File: src/rtl/alu_share_arb_if.sv
// alu_share_arb_if: request, shared-ALU and response signals of alu_share_arb.
// slave  = the arbiter side; master = requesters + ALU + response consumer.
interface alu_share_arb_if #(
    parameter int unsigned NREQ = 4,
    parameter int unsigned IDW  = 2
);
    // Request channel, one lane per requester
    logic [NREQ-1:0]    req_valid;
    logic [NREQ-1:0]    req_ready;
    logic [NREQ*32-1:0] req_a;
    logic [NREQ*32-1:0] req_b;
    logic [NREQ*3-1:0]  req_op;

    // Shared ALU
    logic [31:0]        alu_a;
    logic [31:0]        alu_b;
    logic [2:0]         alu_ctrl;
    logic [31:0]        alu_result;
    logic               alu_z;
    logic               alu_n;
    logic               alu_v;
    logic               alu_c;

    // Response channel
    logic               rsp_valid;
    logic               rsp_ready;
    logic [IDW-1:0]     rsp_id;
    logic [31:0]        rsp_result;
    logic [3:0]         rsp_flags;
    logic               rsp_err;

    modport slave (
        input  req_valid, req_a, req_b, req_op,
        input  alu_result, alu_z, alu_n, alu_v, alu_c,
        input  rsp_ready,
        output req_ready, alu_a, alu_b, alu_ctrl,
        output rsp_valid, rsp_id, rsp_result, rsp_flags, rsp_err
    );

    modport master (
        output req_valid, req_a, req_b, req_op,
        output alu_result, alu_z, alu_n, alu_v, alu_c,
        output rsp_ready,
        input  req_ready, alu_a, alu_b, alu_ctrl,
        input  rsp_valid, rsp_id, rsp_result, rsp_flags, rsp_err
    );
endinterface

File: src/rtl/alu_share_arb.sv
// alu_share_arb: round-robin arbiter/sequencer sharing one combinational ALU among NREQ
// requesters. One op per grant: IDLE (grant) -> EXEC (ALU evaluates) -> RESP (hold result).
// Optional: define ALU_SHARE_ARB_PERF_EN to add perf_ops / perf_stall counters.
module alu_share_arb #(
    parameter int unsigned NREQ = 4,
    parameter int unsigned IDW  = 2
) (
    input  logic           clk,
    input  logic           rst,
    alu_share_arb_if.slave bus
`ifdef ALU_SHARE_ARB_PERF_EN
    ,
    output logic [31:0]    perf_ops,
    output logic [31:0]    perf_stall
`endif
);
    typedef enum logic [1:0] {StIdle, StExec, StResp} state_e;

    state_e          state_q;
    logic [IDW-1:0]  rr_ptr_q;
    logic [IDW-1:0]  id_q;
    logic [31:0]     op_a_q;
    logic [31:0]     op_b_q;
    logic [2:0]      op_q;
    logic            rsp_valid_q;
    logic [IDW-1:0]  rsp_id_q;
    logic [31:0]     rsp_result_q;
    logic [3:0]      rsp_flags_q;
    logic            rsp_err_q;

    logic            found;
    logic [IDW-1:0]  winner;
    logic [IDW-1:0]  rr_ptr_next;
    logic [NREQ-1:0] ready_vec;
    logic            illegal_op;

    // Round-robin pick: first valid requester at or after rr_ptr, wrapping.
    always_comb begin
        int idx;
        idx    = 0;
        found  = 1'b0;
        winner = '0;
        for (int k = 0; k < int'(NREQ); k++) begin
            idx = int'(rr_ptr_q) + k;
            if (idx >= int'(NREQ)) idx = idx - int'(NREQ);
            if (!found && bus.req_valid[idx[IDW-1:0]]) begin
                found  = 1'b1;
                winner = idx[IDW-1:0];
            end
        end
    end

    // Pointer moves just past the winner so it has lowest priority next round.
    always_comb begin
        rr_ptr_next = winner + IDW'(1);
        if (int'(winner) == int'(NREQ) - 1) rr_ptr_next = '0;
    end

    // Grant is combinational in IDLE only; gated by reset so every output is 0 in reset.
    always_comb begin
        ready_vec = '0;
        if (rst && (state_q == StIdle) && found) ready_vec[winner] = 1'b1;
    end

    // Legal op codes are 000, 001, 010, 011 and 101.
    always_comb begin
        illegal_op = op_q[2] && (op_q != 3'b101);
    end

    // Sequencer FSM: latch operands on grant, sample ALU in EXEC, hold response in RESP.
    always_ff @(posedge clk or negedge rst) begin
        if (!rst) begin
            state_q      <= StIdle;
            rr_ptr_q     <= '0;
            id_q         <= '0;
            op_a_q       <= '0;
            op_b_q       <= '0;
            op_q         <= '0;
            rsp_valid_q  <= 1'b0;
            rsp_id_q     <= '0;
            rsp_result_q <= '0;
            rsp_flags_q  <= '0;
            rsp_err_q    <= 1'b0;
        end else begin
            case (state_q)
                StIdle: begin
                    if (found) begin
                        op_a_q   <= bus.req_a[32*winner +: 32];
                        op_b_q   <= bus.req_b[32*winner +: 32];
                        op_q     <= bus.req_op[3*winner +: 3];
                        id_q     <= winner;
                        rr_ptr_q <= rr_ptr_next;
                        state_q  <= StExec;
                    end
                end
                StExec: begin
                    if (illegal_op) begin
                        rsp_result_q <= '0;
                        rsp_flags_q  <= 4'b1000;
                    end else begin
                        rsp_result_q <= bus.alu_result;
                        rsp_flags_q  <= {bus.alu_z, bus.alu_n, bus.alu_v, bus.alu_c};
                    end
                    rsp_id_q    <= id_q;
                    rsp_err_q   <= illegal_op;
                    rsp_valid_q <= 1'b1;
                    state_q     <= StResp;
                end
                StResp: begin
                    if (bus.rsp_ready) begin
                        rsp_valid_q <= 1'b0;
                        state_q     <= StIdle;
                    end
                end
                default: state_q <= StIdle;
            endcase
        end
    end

    assign bus.req_ready  = ready_vec;
    assign bus.alu_a      = op_a_q;
    assign bus.alu_b      = op_b_q;
    assign bus.alu_ctrl   = op_q;
    assign bus.rsp_valid  = rsp_valid_q;
    assign bus.rsp_id     = rsp_id_q;
    assign bus.rsp_result = rsp_result_q;
    assign bus.rsp_flags  = rsp_flags_q;
    assign bus.rsp_err    = rsp_err_q;

`ifdef ALU_SHARE_ARB_PERF_EN
    logic [31:0] perf_ops_q;
    logic [31:0] perf_stall_q;

    // Saturating counters: completed handshakes and backpressured RESP cycles.
    always_ff @(posedge clk or negedge rst) begin
        if (!rst) begin
            perf_ops_q   <= '0;
            perf_stall_q <= '0;
        end else if (state_q == StResp) begin
            if (bus.rsp_ready) begin
                if (perf_ops_q != '1) perf_ops_q <= perf_ops_q + 32'd1;
            end else begin
                if (perf_stall_q != '1) perf_stall_q <= perf_stall_q + 32'd1;
            end
        end
    end

    assign perf_ops   = perf_ops_q;
    assign perf_stall = perf_stall_q;
`endif
endmodule

File: src/flat_wrapper.sv
// flat-port wrapper written by rule: the top's interface ports become plain ports
module alu_share_arb_flat 
#(
    parameter int unsigned NREQ = 4,
    parameter int unsigned IDW  = 2
)
  (clk, rst, bus_req_valid, bus_req_a, bus_req_b, bus_req_op, bus_alu_result, bus_alu_z, bus_alu_n, bus_alu_v, bus_alu_c, bus_rsp_ready, bus_req_ready, bus_alu_a, bus_alu_b, bus_alu_ctrl, bus_rsp_valid, bus_rsp_id, bus_rsp_result, bus_rsp_flags, bus_rsp_err);
  alu_share_arb_if #(.NREQ(NREQ), .IDW(IDW)) bus_i ();
  input  logic clk;
  input  logic rst;
  input wire logic [$bits(bus_i.req_valid)-1:0] bus_req_valid;
  input wire logic [$bits(bus_i.req_a)-1:0] bus_req_a;
  input wire logic [$bits(bus_i.req_b)-1:0] bus_req_b;
  input wire logic [$bits(bus_i.req_op)-1:0] bus_req_op;
  input wire logic [$bits(bus_i.alu_result)-1:0] bus_alu_result;
  input wire logic [$bits(bus_i.alu_z)-1:0] bus_alu_z;
  input wire logic [$bits(bus_i.alu_n)-1:0] bus_alu_n;
  input wire logic [$bits(bus_i.alu_v)-1:0] bus_alu_v;
  input wire logic [$bits(bus_i.alu_c)-1:0] bus_alu_c;
  input wire logic [$bits(bus_i.rsp_ready)-1:0] bus_rsp_ready;
  output wire logic [$bits(bus_i.req_ready)-1:0] bus_req_ready;
  output wire logic [$bits(bus_i.alu_a)-1:0] bus_alu_a;
  output wire logic [$bits(bus_i.alu_b)-1:0] bus_alu_b;
  output wire logic [$bits(bus_i.alu_ctrl)-1:0] bus_alu_ctrl;
  output wire logic [$bits(bus_i.rsp_valid)-1:0] bus_rsp_valid;
  output wire logic [$bits(bus_i.rsp_id)-1:0] bus_rsp_id;
  output wire logic [$bits(bus_i.rsp_result)-1:0] bus_rsp_result;
  output wire logic [$bits(bus_i.rsp_flags)-1:0] bus_rsp_flags;
  output wire logic [$bits(bus_i.rsp_err)-1:0] bus_rsp_err;
  assign bus_i.req_valid = bus_req_valid;
  assign bus_i.req_a = bus_req_a;
  assign bus_i.req_b = bus_req_b;
  assign bus_i.req_op = bus_req_op;
  assign bus_i.alu_result = bus_alu_result;
  assign bus_i.alu_z = bus_alu_z;
  assign bus_i.alu_n = bus_alu_n;
  assign bus_i.alu_v = bus_alu_v;
  assign bus_i.alu_c = bus_alu_c;
  assign bus_i.rsp_ready = bus_rsp_ready;
  assign bus_req_ready = bus_i.req_ready;
  assign bus_alu_a = bus_i.alu_a;
  assign bus_alu_b = bus_i.alu_b;
  assign bus_alu_ctrl = bus_i.alu_ctrl;
  assign bus_rsp_valid = bus_i.rsp_valid;
  assign bus_rsp_id = bus_i.rsp_id;
  assign bus_rsp_result = bus_i.rsp_result;
  assign bus_rsp_flags = bus_i.rsp_flags;
  assign bus_rsp_err = bus_i.rsp_err;
  alu_share_arb #(.NREQ(NREQ), .IDW(IDW)) u_core (.clk(clk), .rst(rst), .bus(bus_i));
endmodule
File: config.mk
export PLATFORM = sky130hd
export DESIGN_NAME = alu_share_arb_flat
export DESIGN_NICKNAME = d
export VERILOG_FILES = /design/src/rtl/alu_share_arb_if.sv /design/src/rtl/alu_share_arb.sv /design/src/flat_wrapper.sv
export SDC_FILE = /design/constraint.sdc
export NUM_CORES = 1
export LEC_CHECK = 0
export CAP_MARGIN = 15
export CORE_AREA = 2 2 165 167
export CTS_BUF_LIST = sky130_fd_sc_hd__clkbuf_16
export CTS_CLUSTER_DIAMETER = 30
export DETAILED_ROUTE_END_ITERATION = 12
export DIE_AREA = 0 0 167 169
export GPL_ROUTABILITY_DRIVEN = 0
export PLACE_DENSITY = 0.65
export REMOVE_ABC_BUFFERS = 1
export SETUP_SLACK_MARGIN = 0.2
export SLEW_MARGIN = 25
export SYNTH_ARGS = -nofsm -noshare
export SYNTH_HDL_FRONTEND = slang
export SYNTH_SLANG_ARGS = --single-unit
File: constraint.sdc
create_clock -name clk -period 4.5 [get_ports clk]
set_clock_uncertainty 0.1 [all_clocks]
set_input_delay 0.675 -clock clk [delete_from_list [all_inputs] [get_ports clk]]
set_output_delay 0.675 -clock clk [all_outputs]
set_load 0.02 [all_outputs]
Word-level counts from Yosys, hierarchy flattened
Cells that the tools add are included.

storage, ports and cells
  word-level logic and storage cells = 85
  register bits = 113
  bits of input ports = 311
  output and inout port bits = 111

operators by class
  multiply operators = 1
  muxes and demuxes = 31
  reduce and logical (&&, ||, !) cells = 15
  order comparisons = 10
  shift-type cells = 3
  equal/unequal tests = 6
  add/subtract/negate cells = 8

operators with widths
  operator                                                            number
  indexed part select 128 x 8 -> 32 bit                               2
  2-to-1 mux 32 bit                                                   1
  2-to-1 mux 2 bit                                                    11
  < comparator 2 x 3 -> 1 bit (second input constant)                 5
  indexed part select 12 x 5 -> 3 bit                                 1
  2-to-1 mux 1 bit                                                    10
  greater-or-equal comparator 3 bit (second input constant)           3
  binary-select mux 1 bit (select 2 bit)                              4
  2-to-1 mux 4 bit                                                    2
  subtractor 2 x 1 -> 2 bit (second input constant)                   4
  logical AND 1 bit                                                   7
  adder 2 x 2 -> 3 bit (second input constant)                        2
  one-hot mux 2 bit (3 select lines)                                  1
  AND reduction 2 bit                                                 3
  equality test 2 x 1 -> 1 bit (second input constant)                2
  multiplier 2 x 2 -> 4 bit (first input constant)                    1
  adder 2 x 1 -> 3 bit (second input constant)                        1
  greater-or-equal comparator 2 x 3 -> 1 bit (second input constant)  1
  zero test 1 bit                                                     3
  inequality test 3 bit (second input constant)                       1
  adder 2 x 1 -> 2 bit (second input constant)                        1
  demux 1 bit (select 2 bit)                                          1
  equality test 2 bit (second input constant)                         1
  greater-or-equal comparator 2 x 1 -> 1 bit (second input constant)  1
  5 further kinds                                                     5

Longest topological paths before layout
  word-level depth = 19
  mapped depth = 8
  depth with buffers taken out = 7

Least setup slack after synthesis
OpenSTA, ideal clock, no wires.

  path kind = input -> output
  from = input port bus_req_valid[1]
  to = output port bus_req_ready[3]
  buffers on the path = 2
  stages on the path = 6
  data arrival time = 1948 ps
  setup slack = 1777 ps
  required time = 3725 ps
  cell sequence = or3_1 > o21ai_2 > buf_2 > buf_2 > inv_2 > and3_1

on the way
  longest elaborated chain between the ends = 17
  elaborated cells between the ends (all ways) = 29
  classes of those cells = order compare: 2; mux: 19; reduce/logical: 8

RTL lines
  element                                                                                                          RTL line             source
  start, declared                                                                                                  flat_wrapper.sv:11   input wire logic [$bits(bus_i.req_valid)-1:0] bus_req_valid;
  binary-select mux 1 bit (select 2 bit)                                                                           alu_share_arb.sv:46  if (!found && bus.req_valid[idx[IDW-1:0]]) begin
  2-to-1 mux 1 bit (implied by the code)                                                                           alu_share_arb.sv:46
  2-to-1 mux 1 bit                                                                                                 alu_share_arb.sv:46
  zero test 1 bit                                                                                                  alu_share_arb.sv:46
  logical AND 1 bit                                                                                                alu_share_arb.sv:46
  2-to-1 mux 1 bit                                                                                                 alu_share_arb.sv:46
  zero test 1 bit                                                                                                  alu_share_arb.sv:46
  logical AND 1 bit                                                                                                alu_share_arb.sv:46
  2-to-1 mux 1 bit                                                                                                 alu_share_arb.sv:46
  zero test 1 bit                                                                                                  alu_share_arb.sv:46
  logical AND 1 bit                                                                                                alu_share_arb.sv:46
  2-to-1 mux 2 bit                                                                                                 alu_share_arb.sv:46
  < comparator 2 x 3 -> 1 bit (implied by the code) or greater-or-equal comparator 2 x 1 -> 1 bit (tied branches)  alu_share_arb.sv:62  if (rst && (state_q == StIdle) && found) ready_vec[winner] = 1'b1;
  logical AND 1 bit (implied by the code)                                                                          alu_share_arb.sv:62
  2-to-1 mux 1 bit (implied by the code)                                                                           alu_share_arb.sv:62
  demux 1 bit (select 2 bit)                                                                                       --
  2-to-1 mux 4 bit (*)                                                                                             alu_share_arb.sv:62
  end, declared                                                                                                    flat_wrapper.sv:21   output wire logic [$bits(bus_i.req_ready)-1:0] bus_req_ready;

Every way passes the cells marked *; elsewhere a longest branch is shown, timed or not. The select of a mux whose other input is x is not followed.

Worst setup path in the final report
  from = input port bus_req_valid[0]
  to = output port bus_req_ready[3]

Same word-level chain as after synthesis.

==> flow_summary.json <==
{
  "synth_edf_count": 0,
  "rows": 60,
  "cts_tree": "done",
  "crit_path_start_kind": "primary input",
  "p_leak_nw": 4.40,
  "setup_viol": 0,
  "cap_violations": 0,
  "drt-initial-drc-count": 271,
  "synth_cells": 451,
  "netlist_area_mm2": 0.00565,
  "endpoint_kind": "primary output",
  "path_max_fanout": 7,
  "wire_per_inst_um": 20.9,
  "synth_area_leader_cell": "dfrtp_1",
  "path_class": "in2out",
  "drc": 0,
  "wl_met1_um": 9670,
  "htreeDepth": 4,
  "post_cts_buffers": 0,
  "die_y_um": 169,
  "cts_buffers": 17,
  "grt_max_degree": 71,
  "start_util_pct": 21.3,
  "period_share_pct": 83.5,
  "synth_cell_type_count": 29,
  "p_total_mw": 7.02,
  "post-route-util_pct": 40.9,
  "wl_met3_um": 2450,
  "antenna_found_initial": 4,
  "ys.flop_type": "dfrtp_1",
  "wl_um": 25400,
  "r2r_end": "u_core.bus.alu_a[26]$_DFFE_PN0P_",
  "synth_most_common_cell": "dfrtp_1",
  "vdd_drop_max_uv": 369,
  "synth_top_area_share_pct": 50.0,
  "avgViaCountPerCell": 4.80,
  "ant_nets": 0,
  "muxShareOfSynthArea_pct": 13.7,
  "dp_cells": 1179,
  "clk_latency_ns": 0.41,
  "port_buffers": 421,
  "max_freq_mhz": 266,
  "hold_class": "in2async",
  "grt_pass1_wl_um": 38200,
  "synthAdderAreaFrac_pct": 0.221,
  "status": "finished clean",
  "slew_headroom_pct": 46.6,
  "cp.required_ns": 3.72,
  "synthArstFlopShare_pct": 100,
  "synth_common_cells": "dfrtp_1 (113), a22o_1 (102), a221o_1 (67)",
  "grtUsageTotal_pct": 17.7,
  "hold_viol": 0,
  "clkTransAtPathRegs_ns": 0.06,
  "die_w_um": 167,
  "yosys_warnings": 0,
  "design.die.area_mm2": 0.0282,
  "worst_slack_ns": 0.742,
  "powerDensity_mw_per_mm2": 648,
  "tightest_slew_ns": 0.799,
  "reg2reg_from": "u_core.rr_ptr_q[1]$_DFFE_PN0P_",
  "ctsResizeCount": 0,
  "clockBufferDepth": 2,
  "netlist_top_cells_area": "dfrtp_1 (50%), a22o_1 (16%), a221o_1 (12%)",
  "vias": 5817,
  "coreArea_mm2": 0.0265,
  "rsz0062_at_grt": "no",
  "avgSynthCellArea_um2": 12.5,
  "drv_slew": 0,
  "drive_gt1_share_pct": 7.13,
  "holdBufCountCts": 0,
  "r2r_setup_slack_ns": 1.79,
  "synth-compound-area-share_pct": 29.7,
  "dp_slack_ns": 0.739,
  "r2r_cells": 5,
  "period_minus_slack_ns": 3.76,
  "overflow": 0,
  "ios": 422,
  "cts_root_buffer": "clkbuf_16",
  "crit_arrival_ns": 2.98,
  "synthXorXnorAreaFrac_pct": 0,
  "ys_seq_area_share_pct": 50.0,
  "dr.pass1.iters": 4,
  "nNetsFinal": 1169,
  "synth_top_family_by_area": "compound AO/OA/AOI/OAI gates",
  "area_growth_pct": 91.7,
  "dp_hpwl_um": 18400,
  "cts.sinks": 113,
  "synthSimpleGateAreaFrac_pct": 2.43,
  "ys_seq_elements": 113,
  "wl_met2_um": 12700,
  "instances_no_fill": 1213,
  "grt_pass1_vias": 6279,
  "top_layer_used": "met5"
}
report_power, final:
| group | total, mW | switching (mW) | internal (mW) | leakage [nW] |
|---|---|---|---|---|
| clock | 1.40 | 0.570 | 0.834 | 0.292 |
| sequential | 1.79 | 0.282 | 1.50 | 1.41 |
| combinational | 3.83 | 1.88 | 1.96 | 2.70 |
registers in the layout, indices dropped and copies added (netlist names):
name / cells
u_core.bus.alu_a: 32
u_core.bus.alu_b: 32
u_core.bus.alu_ctrl: 3
u_core.bus.rsp_err: 1
u_core.bus.rsp_flags: 4
u_core.bus.rsp_id: 2
u_core.bus.rsp_result: 32
u_core.bus.rsp_valid: 1
u_core.id_q: 2
u_core.rr_ptr_q: 2
u_core.state_q: 2
metrics by stage:
stage / hold WS, ns / TNS, ns / instance area [um^2]
6_report: 0.0237 / 0 / 10800
3_3_place_gp: 0.355 / 0 / 10200
2_1_floorplan: 0.279 / -64.50 / 5460
4_1_cts: 0.00449 / 0 / 10800
5_1_grt: 0.0152 / 0 / 10800
3_5_place_dp: 0.363 / 0 / 10200
cells by family after synthesis:
family                   Yosys count
AO/OA/AOI/OAI                    188
flip-flops                       113
multiplexers                      69
buffers and inverters             52
AND/OR/NAND/NOR                   28
adder cells (fa/ha/maj)            1
final cells by class:
| class | instances | area [um^2] |
|---|---|---|
| Tap cell | 341 | 427 |
| Clock buffer | 17 | 425 |
| Clock inverter | 15 | 171 |
| Antenna cell | 2 | 5.00 |
| Inverter | 7 | 26.3 |
| Sequential cell | 113 | 2830 |
| Timing Repair Buffer | 432 | 4300 |
| Fill cell | 2562 | 15700 |
| Multi-Input combinational cell | 286 | 2660 |
routing by layer:
| metal | global-route usage [%] | vias to the layer above |
|---|---|---|
| li1 | - | 2649 |
| met5 | 0 | - |
| met2 | 31.6 | 311 |
| met3 | 7.11 | 31 |
| met4 | 5.55 | 4 |
| met1 | 19.3 | 2822 |
worst max-delay path, cell delays in order:
cell and delay [ns]:
clkdlybuf4s50_1 0.62, nor2b_1 0.22, nor2_1 0.05, o22ai_1 0.32
inv_1 0.12, ha_1 0.23, and3_1 0.17, clkdlybuf4s50_1 0.57
layout by cell type, fill, tap and decap left out, types with 2 or more instances in the layout:
master           netlist  routed
mux2_1                58      58
inv_6                  0       7
a221o_1               67      67
nor3b_1                2       2
o21ai_0                5       5
nand2b_1               3       3
nor2_1                 9       7
inv_1                  6       6
clkdlybuf4s50_1        0     420
nand2_1                6       6
a21oi_1                5       3
buf_4                  0      11
nor2_4                 0       2
nor2b_1                4       4
bufinv_16              0       2
clkinv_4               0       3
diode_2                0       2
mux2_2                11      11
a21o_1                 2       2
a22o_1               102     102
clkbuf_16              0      17
dfrtp_1              113     113
worst max path at each step:
stage	endpoint	depth (start not counted)	from
2_1_floorplan	bus_req_ready[3]	6	bus_req_valid[0]
3_3_place_gp	bus_req_ready[3]	8	bus_req_valid[0]
5_1_grt	bus_req_ready[3]	8	bus_req_valid[0]
4_1_cts	bus_req_ready[3]	8	bus_req_valid[0]
3_5_place_dp	bus_req_ready[3]	8	bus_req_valid[0]
6_report	bus_req_ready[3]	8	bus_req_valid[0]
No activity file was read; power rests on OpenSTA's default activity.
